--- config.mk ---
export PLATFORM = sky130hd
export DESIGN_NAME = dic_load_ctrl
export DESIGN_NICKNAME = d
export VERILOG_FILES = /design/src/rtl/dic_load_ctrl.sv
export SDC_FILE = /design/constraint.sdc
export NUM_CORES = 1
export LEC_CHECK = 0
export ABC_AREA = 0
export CORE_UTILIZATION = 35
export CTS_CLUSTER_SIZE = 25
export DETAILED_ROUTE_END_ITERATION = 6
export GPL_ROUTABILITY_DRIVEN = 0
export GPL_TIMING_DRIVEN = 0
export HOLD_SLACK_MARGIN = 0.15
export SETUP_SLACK_MARGIN = 0.3
export SYNTH_ARGS = -nofsm -noshare
export SYNTH_HDL_FRONTEND = slang
export SYNTH_SLANG_ARGS = --single-unit
--- constraint.sdc ---
create_clock -name clk -period 1.8 [get_ports clk]
set_input_delay 0.54 -clock clk [delete_from_list [all_inputs] [get_ports clk]]
set_output_delay 0.54 -clock clk [all_outputs]
set_load 0.02 [all_outputs]
--- src/rtl/dic_load_ctrl.sv ---
// dic_load_ctrl
//   Turns one-cycle ASCII key strobes into digit-load sequences for the
//   clock datapath. It can load either the time counters or the alarm
//   registers. It also owns the run/freeze bit and the LED-digit advance
//   pulse.
// Ports
//   clk, rst           : clock, async active-high reset
//   key_valid/key_code : one-cycle key strobe and its ASCII code
//   dicRun             : 1 = clock counts, 0 = frozen
//   dicSelectLEDdisp   : one-cycle LED digit advance
//   ld_time, ld_alarm  : load-target levels (never both high)
//   ldMtens..ldSones   : one-cycle digit-load strobes
//   ld_num             : digit value, holds its last value
//   load_busy          : in a digit-load state
// Every output is a flop. Any response to a key seen in cycle N appears in N+1.
module dic_load_ctrl (
  input  logic       clk,
  input  logic       rst,
  input  logic       key_valid,
  input  logic [7:0] key_code,
  output logic       dicRun,
  output logic       dicSelectLEDdisp,
  output logic       ld_time,
  output logic       ld_alarm,
  output logic       ldMtens,
  output logic       ldMones,
  output logic       ldStens,
  output logic       ldSones,
  output logic [3:0] ld_num,
  output logic       load_busy
);

  typedef enum logic [2:0] {IDLE, LD_MT, LD_MO, LD_ST, LD_SO} state_t;

  localparam logic [7:0] KEY_L   = 8'h6C;
  localparam logic [7:0] KEY_A   = 8'h61;
  localparam logic [7:0] KEY_P   = 8'h70;
  localparam logic [7:0] KEY_N   = 8'h6E;
  localparam logic [7:0] KEY_ESC = 8'h1B;

  state_t     state, stateNxt;
  logic       mode, modeNxt;          // 0 = time, 1 = alarm
  logic       runNxt, selNxt;
  logic [3:0] ldNxt;                  // {Mtens, Mones, Stens, Sones}
  logic [3:0] numNxt;
  logic       timeNxt, alarmNxt;

  logic       isDigit;
  logic [3:0] digit;
  logic       le5;

  assign isDigit = (key_code >= 8'h30) && (key_code <= 8'h39);
  assign digit   = key_code[3:0];
  assign le5     = isDigit && (digit <= 4'd5);

  // State register, together with the registered outputs.
  always_ff @(posedge clk or posedge rst) begin
    if (rst) begin
      state            <= IDLE;
      mode             <= 1'b0;
      dicRun           <= 1'b1;
      dicSelectLEDdisp <= 1'b0;
      {ldMtens, ldMones, ldStens, ldSones} <= 4'b0;
      ld_num           <= 4'd0;
      ld_time          <= 1'b0;
      ld_alarm         <= 1'b0;
      load_busy        <= 1'b0;
    end else begin
      state            <= stateNxt;
      mode             <= modeNxt;
      dicRun           <= runNxt;
      dicSelectLEDdisp <= selNxt;
      {ldMtens, ldMones, ldStens, ldSones} <= ldNxt;
      ld_num           <= numNxt;
      ld_time          <= timeNxt;
      ld_alarm         <= alarmNxt;
      load_busy        <= (stateNxt != IDLE);
    end
  end

  // Next state. Keys that are not listed fall through and leave
  // everything unchanged.
  always_comb begin
    stateNxt = state;
    modeNxt  = mode;
    if (key_valid) begin
      unique case (state)
        IDLE: begin
          if (key_code == KEY_L) begin
            stateNxt = LD_MT;
            modeNxt  = 1'b0;
          end else if (key_code == KEY_A) begin
            stateNxt = LD_MT;
            modeNxt  = 1'b1;
          end
        end
        LD_MT: if (key_code == KEY_ESC) stateNxt = IDLE; else if (le5)     stateNxt = LD_MO;
        LD_MO: if (key_code == KEY_ESC) stateNxt = IDLE; else if (isDigit) stateNxt = LD_ST;
        LD_ST: if (key_code == KEY_ESC) stateNxt = IDLE; else if (le5)     stateNxt = LD_SO;
        LD_SO: if (key_code == KEY_ESC) stateNxt = IDLE; else if (isDigit) stateNxt = IDLE;
        default: stateNxt = IDLE;
      endcase
    end
  end

  // Output values for the next cycle.
  always_comb begin
    runNxt = dicRun;
    selNxt = 1'b0;
    ldNxt  = 4'b0;
    numNxt = ld_num;
    if (key_valid) begin
      unique case (state)
        IDLE: begin
          if (key_code == KEY_L)      runNxt = 1'b0;
          else if (key_code == KEY_P) runNxt = ~dicRun;
          else if (key_code == KEY_N) selNxt = 1'b1;
        end
        LD_MT: if (key_code != KEY_ESC && le5)     begin ldNxt = 4'b1000; numNxt = digit; end
        LD_MO: if (key_code != KEY_ESC && isDigit) begin ldNxt = 4'b0100; numNxt = digit; end
        LD_ST: if (key_code != KEY_ESC && le5)     begin ldNxt = 4'b0010; numNxt = digit; end
        LD_SO: if (key_code != KEY_ESC && isDigit) begin ldNxt = 4'b0001; numNxt = digit; end
        default: ;
      endcase
    end
    // A time load resumes the clock when it ends, whether it completes or
    // is aborted. An alarm load never touches dicRun, because 'p' is
    // ignored while a load is in progress.
    if (state != IDLE && stateNxt == IDLE && !mode)
      runNxt = 1'b1;
    // The target level stays high through the final ldSones cycle.
    timeNxt  = ((stateNxt != IDLE) || ldNxt[0]) && !modeNxt;
    alarmNxt = ((stateNxt != IDLE) || ldNxt[0]) &&  modeNxt;
  end

endmodule

After elaboration in Yosys (flattened, before gate mapping)
Cells that the tools add are included.
- register bits after elaboration: 17
- output and inout bits: 13
- word-level logic and storage cells: 86
- $lt $le $gt $ge: 3
- equality and inequality tests: 12
- multiplexer cells: 35
- bitwise operators: 1
- reductions and logical operators: 23
- operators by type and width (cell ; count):
    3-bit two-way mux ; 12
    8-bit by 7-bit == test with 1-bit output, second input constant ; 4
    4-bit two-way mux ; 4
    4-bit case mux with 4 select lines ; 1
    1-bit two-way mux ; 15
    3-bit case mux with 5 select lines ; 1
    3-bit nonzero test ; 3
    8-bit by 5-bit == test with 1-bit output, second input constant ; 1
    8-bit by 6-bit greater-or-equal comparator with 1-bit output, second input constant ; 1
    8-bit by 6-bit <= comparator with 1-bit output, second input constant ; 1
    1-bit logical AND ; 8
    8-bit by 5-bit != test with 1-bit output, second input constant ; 1
    4-bit case mux with 2 select lines ; 1
    3-bit by 2-bit == test with 1-bit output, second input constant ; 2
    3-bit zero test ; 2
    2-bit nonzero test ; 3
    4-bit by 3-bit <= comparator with 1-bit output, second input constant ; 1
    2-bit by 1-bit != test with 1-bit output, second input constant ; 2
    4-bit AND reduction ; 1
    2-bit OR reduction ; 2
    3-bit by 1-bit == test with 1-bit output, second input constant ; 1
    3-bit == test, second input constant ; 1
    3-bit AND reduction ; 1
    1-bit zero test ; 2
    3 further kinds ; 3

Depth between registers and ports, before layout
Gate-level depths: netlist of run 1.
- depth after elaboration: 12
- gate-level depth with buffers: 7

Worst setup path after synthesis of run 1
No wires, ideal clock.
- path type: in2reg
- start: in key_code[2]
- end: reg dicRun
- arrival: 1837 ps
- data required time: 1722 ps
- path slack: -115 ps
- stages on the path: 6
- cells stage by stage: buf_2 o21ai_0 a31oi_1 a2111oi_0 a221oi_2 a31o_1
- cells in the longest elaborated chain, start to end: 12
- ends and longest elaborated chain (what ; RTL line ; text):
    start: declaration ; 20 ; input logic [7:0] key_code,
    8-bit by 6-bit greater-or-equal comparator with 1-bit output or 8-bit by 6-bit <= comparator with 1-bit output (tied branches) ; 52 ; assign isDigit = (key_code >= 8'h30) && (key_code <= 8'h39);
    1-bit logical AND ; 52 ;
    1-bit logical AND ; 54 ; assign le5 = isDigit && (digit <= 4'd5);
    3-bit two-way mux, on equally long branches (2 in a row) ; 99, 97 ;
    3-bit case mux with 5 select lines ; 87 ; unique case (state)
    3-bit two-way mux ; 86 ; if (key_valid) begin
    3-bit zero test ; 129 ; if (state != IDLE && stateNxt == IDLE && !mode)
    1-bit logical AND (2 in a row) ; 129 ;
    3-bit nonzero test (no source line) or 2-bit nonzero test (tied branches) ; -- ;
    3-bit AND reduction (no source line) ; -- ;
    end signal: assignment ; 71 ; dicRun <= runNxt;
    end: declaration ; 21 ; output logic dicRun,
Several ways; a longest one is shown, not always the timed one. The select of a mux whose other input is x is not followed.
A chain may end at the register's enable or synchronous reset.

Final worst setup path of run 1
- start: reg state[2]
- end: reg ld_time
- RTL lines (what ; RTL line ; text):
    start: declaration ; 41 ; state_t state, stateNxt;
    start signal: assignment ; 69 ; state <= stateNxt;
    3-bit zero test ; 87 ;
    1-bit two-way mux ; 87 ;
    1-bit two-way mux ; 86 ;
    named net modeNxt ; 42 ; logic mode, modeNxt;
    1-bit zero test ; 132 ; timeNxt = ((stateNxt != IDLE) || ldNxt[0]) && !modeNxt;
    1-bit logical AND ; 132 ;
    named net timeNxt ; 46 ; logic timeNxt, alarmNxt;
    end signal: assignment ; 75 ; ld_time <= timeNxt;
    end: declaration ; 23 ; output logic ld_time,
The timed path passes the listed nets, and every way through them passes these cells.

==> qor.yml, run 1 <==
synth.distinct_cells: 43
syn_avg_cell_area_sq_um: 10.4
hold_path.class: "input pin to flip-flop"
cts_buffer_depth: 2
grt_usage_pct: 19.1
cp-start-kind: "flip-flop"
synth_warnings: 0
min_to: "ld_num[2]"
hold_depth: 2
tightest_slew_ns: 0.633
syn_to_final_growth_pct: 44.1
synth-seq-area-share_pct: 43.5
grt_pass1_wl_um: 4040
max_slew_margin_pct: 57.8
start_util_pct: 38.2
pwr-share-comb_pct: 28.6
p_int_uw: 606
r2r_cells: 7
cp_max_fo: 3
layout-drive-gt1-share_pct: 52.7
slowest_delay_ns: 0.56
grt_start_max_net_pins: 18
fmax_mhz: 541
cts_sinks: 17
power_uw: 899
async_reset_ff_share_pct: 100
detail_route.iter0.violations: 17
finalHoldViolations: 0
required_ns: 2.03
wire_per_inst_um: 15.6
fin_area_sq_mm: 0.00141
slowest_stage: "or4b_4"
clock_latency_ns: 0.30
power_frac_clock_pct: 25.6
place_area_sq_mm: 0.00127
ir_drop_v: 0.000414
layoutNonFillerInstCount: 159
r2r_end: "ld_time"
hp-start: "key_code[2]"
dp_cells: 146
syn-num-nets: 105
dieArea_sq_mm: 0.00302
critical_path.cell_chain: "buf_6 -> or4b_4 -> nor4_4 -> nand3_2 -> a22oi_2 -> inv_2 -> a31oi_2"
dr.pass1.iters: 4
cts_buffers: 3
swShare_pct: 32.6
maxCapViolCount: 0
worst_r2r_startpoint: "state[2]"
cp-end-kind: "flip-flop"
ys.flop_type: "dfrtp_1"
powerDensity_mw_per_mm2: 636
p_sw_uw: 293
synth_top_cell_area_share_pct: 40.8
htreeDepth: 1
clk_pin_slew_ns: 0.12
cts_hold_buf: 0
netlist_instances: 94
grt_pass1_vias: 868
r2r_slack_ns: -0.05
antenna_found_initial: 0
ys_ff_latch: 17
antenna_cells: 0
io_buffers: 22
maxSlewViolCount: 0
netlist_area_sq_um: 981
skew_ns: 0.00519
synth-edff-count: 0
drc: 0
min_period_ns: 1.85
final_common_cell: "dfrtp_1"
critical_path_class: "flip-flop to flip-flop"
status: "complete, but fails checks"
ioPinCount: 24
nets: 141
setup-violations-final: 2
violations: "setup timing"
p_leak_uw: 0.000653
fin_ws_ns: -0.0474
fillers: 258
die_y_um: 54.9
yosys-top-cells-area: "dfrtp_1, mux2_2, dfstp_2, nor2_1, a31oi_1"
die_w_um: 54.9
mostFrequentLayoutCells: "dfrtp_1, buf_2, buf_4"
core_sq_mm: 0.00257
routed_via_density: 5.74
rsz0062_at_grt: "true"
cts_tree: "yes"
yosys.area.top_type: "dfrtp_1"
rows: 18
p_seq_share_pct: 45.8
grt_overflow: 0
wirelength_um: 2480
fin_crit_sh_pct: 103
dp_hpwl_um: 1660
vias: 912
root_buffer: "clkbuf_4"
ant_nets: 0
cp.arrival_ns: 2.08
==> state kept, by name, summed over array words and instances, names as in the netlist <==
signal	flops
dicRun	1
dicSelectLEDdisp	1
ldMones	1
ldMtens	1
ldSones	1
ldStens	1
ld_alarm	1
ld_num	4
ld_time	1
load_busy	1
mode	1
state	3
==> what timing repair did <==
action / 4_1_cts / 5_1_grt
gates resized for setup: 74 / 21
pin swaps: 9 / 7
endpoints found under the setup margin: 30 / 24
cloned: 0 / 0
buffers inserted: 7 / 2
==> worst max-delay path: cells and delay by family (launching register included) <==
| family | cells | cell delay [ns] |
|---|---|---|
| simple gates | 3 | 0.93 |
| buf+inv | 2 | 0.17 |
| compound gates | 2 | 0.30 |
| flops | 1 | 0.39 |
==> power by group through the flow <==
stage | Sequential (uW) | Combinational (uW) | Clock, uW
global placement | 419 | 213 | 0
detailed placement | 420 | 213 | 0
floorplan | 440 | 110 | 0
finish | 412 | 257 | 230
CTS | 412 | 245 | 236
global route | 416 | 277 | 260
==> stage by stage <==
stage | util (%) | hold WS [ns] | TNS [ns] | worst slack (ns)
floorplan | - | 0.465 | 0 | 0.0508
global placement | 49.6 | 0.491 | -7.58 | -0.639
detailed placement | 49.6 | 0.497 | -7.82 | -0.660
CTS | 55.0 | 0.497 | -0.248 | -0.122
global route | 55.1 | 0.501 | -0.364 | -0.130
finish | 55.1 | 0.508 | -0.0602 | -0.0474
==> routing by layer <==
| layer | routed length, um | GRT usage (%) | up-vias |
|---|---|---|---|
| met2 | 1210 | 30.5 | 20 |
| met1 | 1170 | 25.9 | 461 |
| li1 | - | - | 428 |
| met4 | 23 | 6.25 | 0 |
| met5 | 0 | 0 | - |
| met3 | 75 | 3.28 | 3 |
==> cells in the mapped netlist (2+ instances only) <==
| master | instances |
|---|---|
| nand4bb_1 | 2 |
| nor2_1 | 7 |
| nand3_1 | 3 |
| nor4_1 | 3 |
| a21oi_1 | 2 |
| mux2_2 | 4 |
| inv_1 | 6 |
| o21ai_0 | 5 |
| nand2_1 | 3 |
| nor3_1 | 3 |
| a31oi_1 | 4 |
| and4bb_2 | 2 |
| and3_1 | 2 |
| dfrtp_1 | 16 |
| nor3b_1 | 2 |
| nand2b_1 | 3 |
==> worst max-delay path by stage <==
stage / startpoint / endpoint / cells past startpoint
6_report: state[2] / ld_time / 7
5_1_grt: state[2] / ld_time / 7
4_1_cts: state[2] / ld_time / 7
3_5_place_dp: key_code[4] / ld_alarm / 6
3_3_place_gp: key_code[4] / ld_time / 6
2_1_floorplan: state[0] / ld_time / 7
==> cell families (layout without fill, tap and decap cells) <==
| kind of cell | count (synthesis) | after routing | share of synthesized area (%) |
|---|---|---|---|
| AOI/OAI and AO/OA | 22 | 22 | 17.1 |
| DFF | 17 | 17 | 43.5 |
| and+or+nand+nor | 39 | 39 | 28.4 |
| xor gates and xnor gates | 1 | 1 | 0.893 |
| buffers and inverters | 11 | 46 | 5.48 |
| muxes | 4 | 4 | 4.59 |
==> layout make-up <==
class / instances / area [sq um] / area share, %
clock buffer: 3 / 22.5 / 1.59
tap: 30 / 37.5 / 2.65
timing repair buffer: 31 / 224 / 15.8
multi-input combinational: 66 / 627 / 44.3
inverter: 7 / 26.3 / 1.86
buffer: 4 / 42.5 / 3.01
clock inverter: 1 / 7.51 / 0.531
sequential: 17 / 427 / 30.2
Power figures use the tool's default switching activity.
==> inputs of run 2 (changes only) <==
CORE_ASPECT_RATIO = 0.8   (was not set)
==> run 2 against run 1 <==
  * The flow still finishes with violations (setup timing)
  * Non-clock buffer count rose by 5
  * Design area increased by 3.4%
  * Worst hold slack improved by 0.014 ns
  * Clock skew fell by 0.0046 ns
  * Die area about the same
  * Largest power group unchanged
==> qor.yml, run 2 (synthesis results as in run 1) <==
mostFrequentLayoutCells: "dfrtp_1, buf_6, clkbuf_2, buf_4, buf_2"
status: "complete, but fails checks"
power_uw: 879
die_y_um: 49.4
powerDensity_mw_per_mm2: 601
vias: 932
max_slew_margin_pct: 57.5
dr.pass1.iters: 4
cp_max_fo: 5
root_buffer: "clkbuf_4"
cp-end-kind: "flip-flop"
cts_hold_buf: 0
multi_input_area_sq_um: 604
largest_reg_flops: 4
cp_common_cell: "buf_4"
largest_register: "ld_num"
drc: 0
wirelength_um: 2620
grt_usage_pct: 19.7
core_sq_mm: 0.00254
rows: 16
tightest_slew_ns: 0.637
detail_route.iter0.violations: 22
fin_ws_ns: -0.132
ant_nets: 0
cts_buffers: 3
final_common_cell: "dfrtp_1"
violations: "setup timing"
path_delay_family: "simple AND/OR/NAND/NOR gates"
critical_path_class: "flip-flop to flip-flop"
dieArea_sq_mm: 0.00302
cp-start-kind: "flip-flop"
syn_to_final_growth_pct: 49.0
rsz0062_at_grt: "true"
layout-drive-gt1-share_pct: 58.2
grt_pass1_wl_um: 4350
maxCapViolCount: 0
layoutNonFillerInstCount: 170
clk_pin_slew_ns: 0.10
dp_cells: 152
io_buffers: 22
wire_per_inst_um: 15.4
slowest_stage: "or4b_4"
r2r_slack_ns: -0.13
required_ns: 2.04
start_util_pct: 38.6
fillers: 228
skew_ns: 0.000611
slowest_delay_ns: 0.57
p_leak_uw: 0.000664
routed_via_density: 5.48
hold_path.class: "flip-flop to flip-flop"
critical_path.cell_chain: "buf_6 -> or4b_4 -> nor4_4 -> buf_4 -> a221oi_2 -> buf_4 -> a31o_1"
grt_overflow: 0
grt_pass1_vias: 894
regArea_sq_um: 427
cts_buffer_depth: 2
die_w_um: 61.2
maxSlewViolCount: 0
antenna_cells: 0
fmax_mhz: 518
ir_drop_v: 0.000460
ioPinCount: 24
clock_latency_ns: 0.29
dp_hpwl_um: 1780
nets: 146
cts_tree: "yes"
htreeDepth: 1
cts_sinks: 17
final.setup.tns_ns: -0.328
fin_crit_sh_pct: 107
min_period_ns: 1.93
antenna_found_initial: 0
grt_start_max_net_pins: 18
dp_slack_ns: -0.680
setup-violations-final: 4
cp.arrival_ns: 2.17
post-route-util_pct: 57.5
critPathBufInv: 3
finalHoldViolations: 0
top_regs: "ld_num: 4 flops, state: 3 flops"
[run 2: changes by cell type in the layout (fill, tap and decap cells not counted), sizes merged]
cell	previous run	this run
clkbuf	6	11
clkinv	0	1
dlygate4sd2	4	0
clkinvlp	1	0
clkdlybuf4s15	2	6
[run 2: where the power goes]
group / internal [uW] / switching (uW) / leakage (uW) / total, uW
registers: 404 / 7.81 / 0.000228 / 412
clock network: 82.8 / 126 / 0.0000177 / 209
logic: 121 / 137 / 0.000419 / 258
total: 608 / 271 / 0.000664 / 879
[run 2: area by class of cell]
class / count / share of cell area (%)
buffer: 4 / 2.91
inverter: 7 / 1.80
clock inverter: 1 / 0.342
sequential: 17 / 29.2
multi-input combinational: 66 / 41.4
timing repair buffer: 36 / 19.8
clock buffer: 3 / 1.54
tap: 36 / 3.08
[run 2: worst reg2reg max path: stages, from the launching register on]
cell and delay, ns:
dfrtp_1 0.38, buf_6 0.11, or4b_4 0.57, nor4_4 0.24
buf_4 0.18, a221oi_2 0.04, buf_4 0.17, a31o_1 0.18
[run 2: path summary, 6_finish.rpt]
path / startpoint / end / depth (start not counted)
hold reg to reg: ld_num[1] / ld_num[1] / 1
setup reg to reg: state[2] / dicRun / 7
min in group asynchronous: rst / ld_num[0] / 2
max in group asynchronous: rst / ldMones / 2
setup / recovery: state[2] / dicRun / 7
hold / removal: ld_num[1] / ld_num[1] / 1
[run 2: repair_timing]
item / CTS / global route
pin swaps: 10 / 11
hold endpoints to repair: 0 / 0
endpoints found under the setup margin: 30 / 26
gates resized for setup: 82 / 22
buffers inserted: 8 / 6
[run 2: through the flow]
stage | hold slack [ns] | cell area (sq um)
global placement | 0.491 | 1280
detailed placement | 0.498 | 1280
global route | 0.515 | 1460
floorplan | 0.465 | 1020
CTS | 0.514 | 1460
finish | 0.522 | 1460
[run 2: layer usage]
layer,track usage (%),up-vias,part of all wire (%)
li1,-,438,-
met5,0,-,0
met1,25.8,450,43
met4,5.30,0,0.88
met3,5.84,5,7.1
met2,31.2,39,49
==> variant 1, RTL diff (config.mk and constraints of run 1) <==
Put a register stage on the output `ldStens`. The value now appears one clock later. The other outputs are not delayed to match.
--- a/src/rtl/dic_load_ctrl.sv
+++ b/src/rtl/dic_load_ctrl.sv
@@ -39,4 +39,6 @@
   localparam logic [7:0] KEY_ESC = 8'h1B;
 
+  logic ldStens_d;
+
   state_t     state, stateNxt;
   logic       mode, modeNxt;          // 0 = time, 1 = alarm
@@ -61,5 +63,5 @@
       dicRun           <= 1'b1;
       dicSelectLEDdisp <= 1'b0;
-      {ldMtens, ldMones, ldStens, ldSones} <= 4'b0;
+      {ldMtens, ldMones, ldStens_d, ldSones} <= 4'b0;
       ld_num           <= 4'd0;
       ld_time          <= 1'b0;
@@ -71,5 +73,5 @@
       dicRun           <= runNxt;
       dicSelectLEDdisp <= selNxt;
-      {ldMtens, ldMones, ldStens, ldSones} <= ldNxt;
+      {ldMtens, ldMones, ldStens_d, ldSones} <= ldNxt;
       ld_num           <= numNxt;
       ld_time          <= timeNxt;
@@ -134,4 +136,8 @@
   end
 
+  always_ff @(posedge clk) begin
+    ldStens <= ldStens_d;
+  end
+
 endmodule
 
Behaviour: not the same (a bounded check fails within 10 cycles, from zero or initial values and one cycle with rst high).
==> variant 1 against run 1 <==
Final area is 0.44% higher. Wire length is 1.5% lower. Sequential cell count is 1 higher. Worst setup slack better by 0.10 ns. Synthesized area is 3.3% lower. Total power is 39% higher. Hold slack worse by 0.16 ns. Critical path type unchanged.
==> variant 1: results (changes against run 1) <==
[yosys]
synth_xor_area_share_pct=1.847  ; was 0.8929%
yosysUniqueCellTypes=39  ; was 43
ys_top_cells_by_area=dfrtp_1 42%, inv_1 4.0%, o21ai_0 3.2%  ; was dfrtp_1 41%, mux2_2 4.6%, dfstp_2 2.7%
async_flop_share_pct=94.44  ; was 100.0%
muxShareOfSynthArea_pct=1.187  ; was 4.592%

[timing]
tightestPinTransition_ns=0.6275  ; was 0.6329 ns
finalCritPeriodShare_pct=96.90  ; was 102.6%
whs_ns=0.3504  ; was 0.5085 ns

[clocking]
clock_sinks=18  ; was 17

[setup_path]
reg2reg_setup_slack_ns=0.06  ; was -0.05 ns
crit_path_max_fanout=5  ; was 3

[power]
pwr_density_cell_nw_per_um2=882.1  ; was 635.6 nW/µm²
p_sw_uw=421.9  ; was 292.6 µW
vdd_drop_max_mv=0.4599  ; was 0.4142 mV

[routing]
wl_met1_mm=1.061  ; was 1.173 mm
drt_iter0_drc=18  ; was 17
via_per_inst=5.485  ; was 5.736
vias=938  ; was 912

[global_routing]
grt_use_met1_pct=24.78  ; was 25.93%
track_usage_pct=18.91  ; was 19.06%
grt_pass1_wl_mm=3.891  ; was 4.043 mm
use_met3_pct=0.8475  ; was 3.279%
grt.met2_usage_pct=30.66  ; was 30.52%

[min_path]
hold_path_class=reg -> reg  ; was in -> reg
hold_depth=0  ; was 2

[placed_design]
pre_cts_slack_ns=-0.6909  ; was -0.6597 ns
placed_cells=153  ; was 146
numPortBuffers=23  ; was 22

[finish]
fillCellCount=222  ; was 258

[run_status]
status=finished, final reports clean  ; was finished, violations left

==> variant 1: changes by cell type in the layout (fill, tap and decap cells not counted), moves of 3 or more <==
cell / before / now
mux2_4: 4 / 0
clkbuf_2: 3 / 8
buf_4: 7 / 12
buf_2: 12 / 8
nand2_1: 3 / 6
dlygate4sd2_1: 4 / 0
inv_1: 5 / 9
==> variant 1: power by group through the flow <==
stage	logic, mW	clock network [mW]	registers (mW)
finish	0.507	0.250	0.496
global placement	0.349	0	0.504
floorplan	0.163	0	0.545
CTS	0.422	0.257	0.498
detailed placement	0.353	0	0.505
global route	0.544	0.267	0.504
==> variant 1: worst max-delay path by stage <==
stage                            from       end  slack (ns)  cells past startpoint
after floorplan           key_code[7]    dicRun      -0.006                      5
after global placement    key_code[3]    dicRun       -0.70                      7
after detailed placement  key_code[1]    dicRun       -0.69                      7
after CTS                    state[0]    dicRun        0.03                      6
after global routing         state[1]  ld_alarm       -0.02                      7
final                        state[1]    dicRun        0.06                      7
==> variant 2, RTL diff (flow settings as in run 1) <==
Made on the original files. Make the reset (`rst`) synchronous in one clocked block. Comments in the files are not updated.
--- a/src/rtl/dic_load_ctrl.sv
+++ b/src/rtl/dic_load_ctrl.sv
@@ -55,5 +55,5 @@
 
   // State register, together with the registered outputs.
-  always_ff @(posedge clk or posedge rst) begin
+  always_ff @(posedge clk) begin
     if (rst) begin
       state            <= IDLE;
Formal check against the unedited RTL: differs if rst is asserted again (counterexample within 4 cycles, from zero or initial values and one cycle with rst high); with rst held inactive, the same outputs for 10 cycles.
==> variant 2 against run 1 <==
The run still ends with negative setup slack left. Clock skew decreased by 0.00086 ns. Worst setup slack got worse by 0.17 ns. Hold slack got worse by 0.0097 ns. Via count grew 8.7%. Synthesized area decreased by 6.9%. Final area grew 8.4%. Wire length increased by 14%. Sequential cell count unchanged. Critical path type is now in -> reg.
Power is not compared: it rests on default switching activity, and its combinational part moved more than twofold at a synthesized area within 25%.
==> variant 2: results (changes against run 1) <==
[timing]
fin_skew_ns=0.004330  ; was 0.005191 ns
setup_violations=6  ; was 2
whs_ns=0.4987  ; was 0.5085 ns
final.setup.tns_ns=-0.9617  ; was -0.06019 ns
layout_setup_ws_ns=-0.2127  ; was -0.04738 ns
slew_headroom_pct=76.24  ; was 57.76%

[routing]
drt_iter0_drc=19  ; was 17
post_drt_wl_per_cell_um=15.71  ; was 15.62 µm
vias=991  ; was 912
wl_mm=2.843  ; was 2.484 mm

[setup_path]
crit_end=ld_time  ; unchanged
critPathMaxStageDelay_ns=0.49  ; was 0.56 ns
reg2reg_depth=6  ; was 7
regToRegEndpoint=dicRun  ; was ld_time
crit_path_max_fanout=7  ; was 3
rr_startpoint=state[2]  ; unchanged
path_delay_family=compound AO/OA/AOI/OAI gates  ; was simple AND/OR/NAND/NOR gates
reg2reg_setup_slack_ns=-0.07  ; was -0.05 ns
cp-startpoint=key_code[6]  ; was state[2]

[global_routing]
track_usage_pct=20.33  ; was 19.06%
grt_pass1_vias=851  ; was 868
grt_max_degree=11  ; was 18
grt_pass1_wl_mm=4.015  ; was 4.043 mm

[run_status]
status=finished, violations left  ; unchanged
violations=negative setup slack  ; unchanged

[finish]
drive_gt1_share_pct=44.37  ; was 52.71%
fillCellCount=213  ; was 258

[yosys]
async_flop_share_pct=0  ; was 100.0%
synth_seq_area_share_pct=37.26  ; was 43.49%
synth_cells=105  ; was 94
ys_top_cells_by_area=dfxtp_1 37%, mux2i_1 5.5%, nand2_1 5.3%  ; was dfrtp_1 41%, mux2_2 4.6%, dfstp_2 2.7%
syn_nets=116  ; was 105
yosysUniqueCellTypes=39  ; was 43
synthTopCellsByCount=17 x dfxtp_1, 13 x nand2_1, 10 x nor2_1  ; was 16 x dfrtp_1, 7 x nor2_1, 6 x inv_1
synth_ff_type=dfxtp_1  ; was dfrtp_1

[placed_design]
numPortBuffers=23  ; was 22
placed_cells=158  ; was 146
dpl.hpwl_mm=1.602  ; was 1.657 mm
pre_cts_slack_ns=-0.9909  ; was -0.6597 ns

[min_path]
hold_path_class=reg -> reg  ; was in -> reg
hold_depth=1  ; was 2
min_from=state[0]  ; was key_code[2]
min_to=ldMones  ; was ld_num[2]

[power]
power.total_uw=673.2
vdd_drop_max_mv=0.3359

[clocking]
clock-root-buffer=clkbuf_4  ; unchanged
clkTransAtPathRegs_ns=0.10  ; was 0.12 ns

-- variant 2: routing by layer --
metal  vias up  global-route usage, %  routed length [µm]
li1        481                      -                   -
met1       457                  24.83                1131
met2        41                  33.33                1425
met3        12                  3.448                 154
met4         0                  11.40                 131
met5         -                      0                   0
-- variant 2: kinds of logic after synthesis --
group | share of synthesized area [%]
buffers and inverters | 4.384
flip-flops | 37.26
AND/OR/NAND/NOR | 36.17
multiplexers | 5.480
AO/OA/AOI/OAI | 16.71
-- variant 2: what timing repair did --
| action | 4_1_cts | 5_1_grt |
|---|---|---|
| setup endpoints to repair | 30 | 25 |
| resized for setup | 73 | 45 |
| gates cloned | 0 | 1 |
| pin swaps | 11 | 18 |
| buffers inserted | 11 | 7 |
-- variant 2: layout make-up --
type                       instances  area share, %
multi-input combinational         80          43.35
timing repair buffer              42          25.47
sequential                        17          23.02
buffer                             5          3.265
tap                               30          2.449
clock buffer                       4          1.714
inverter                           3         0.7347
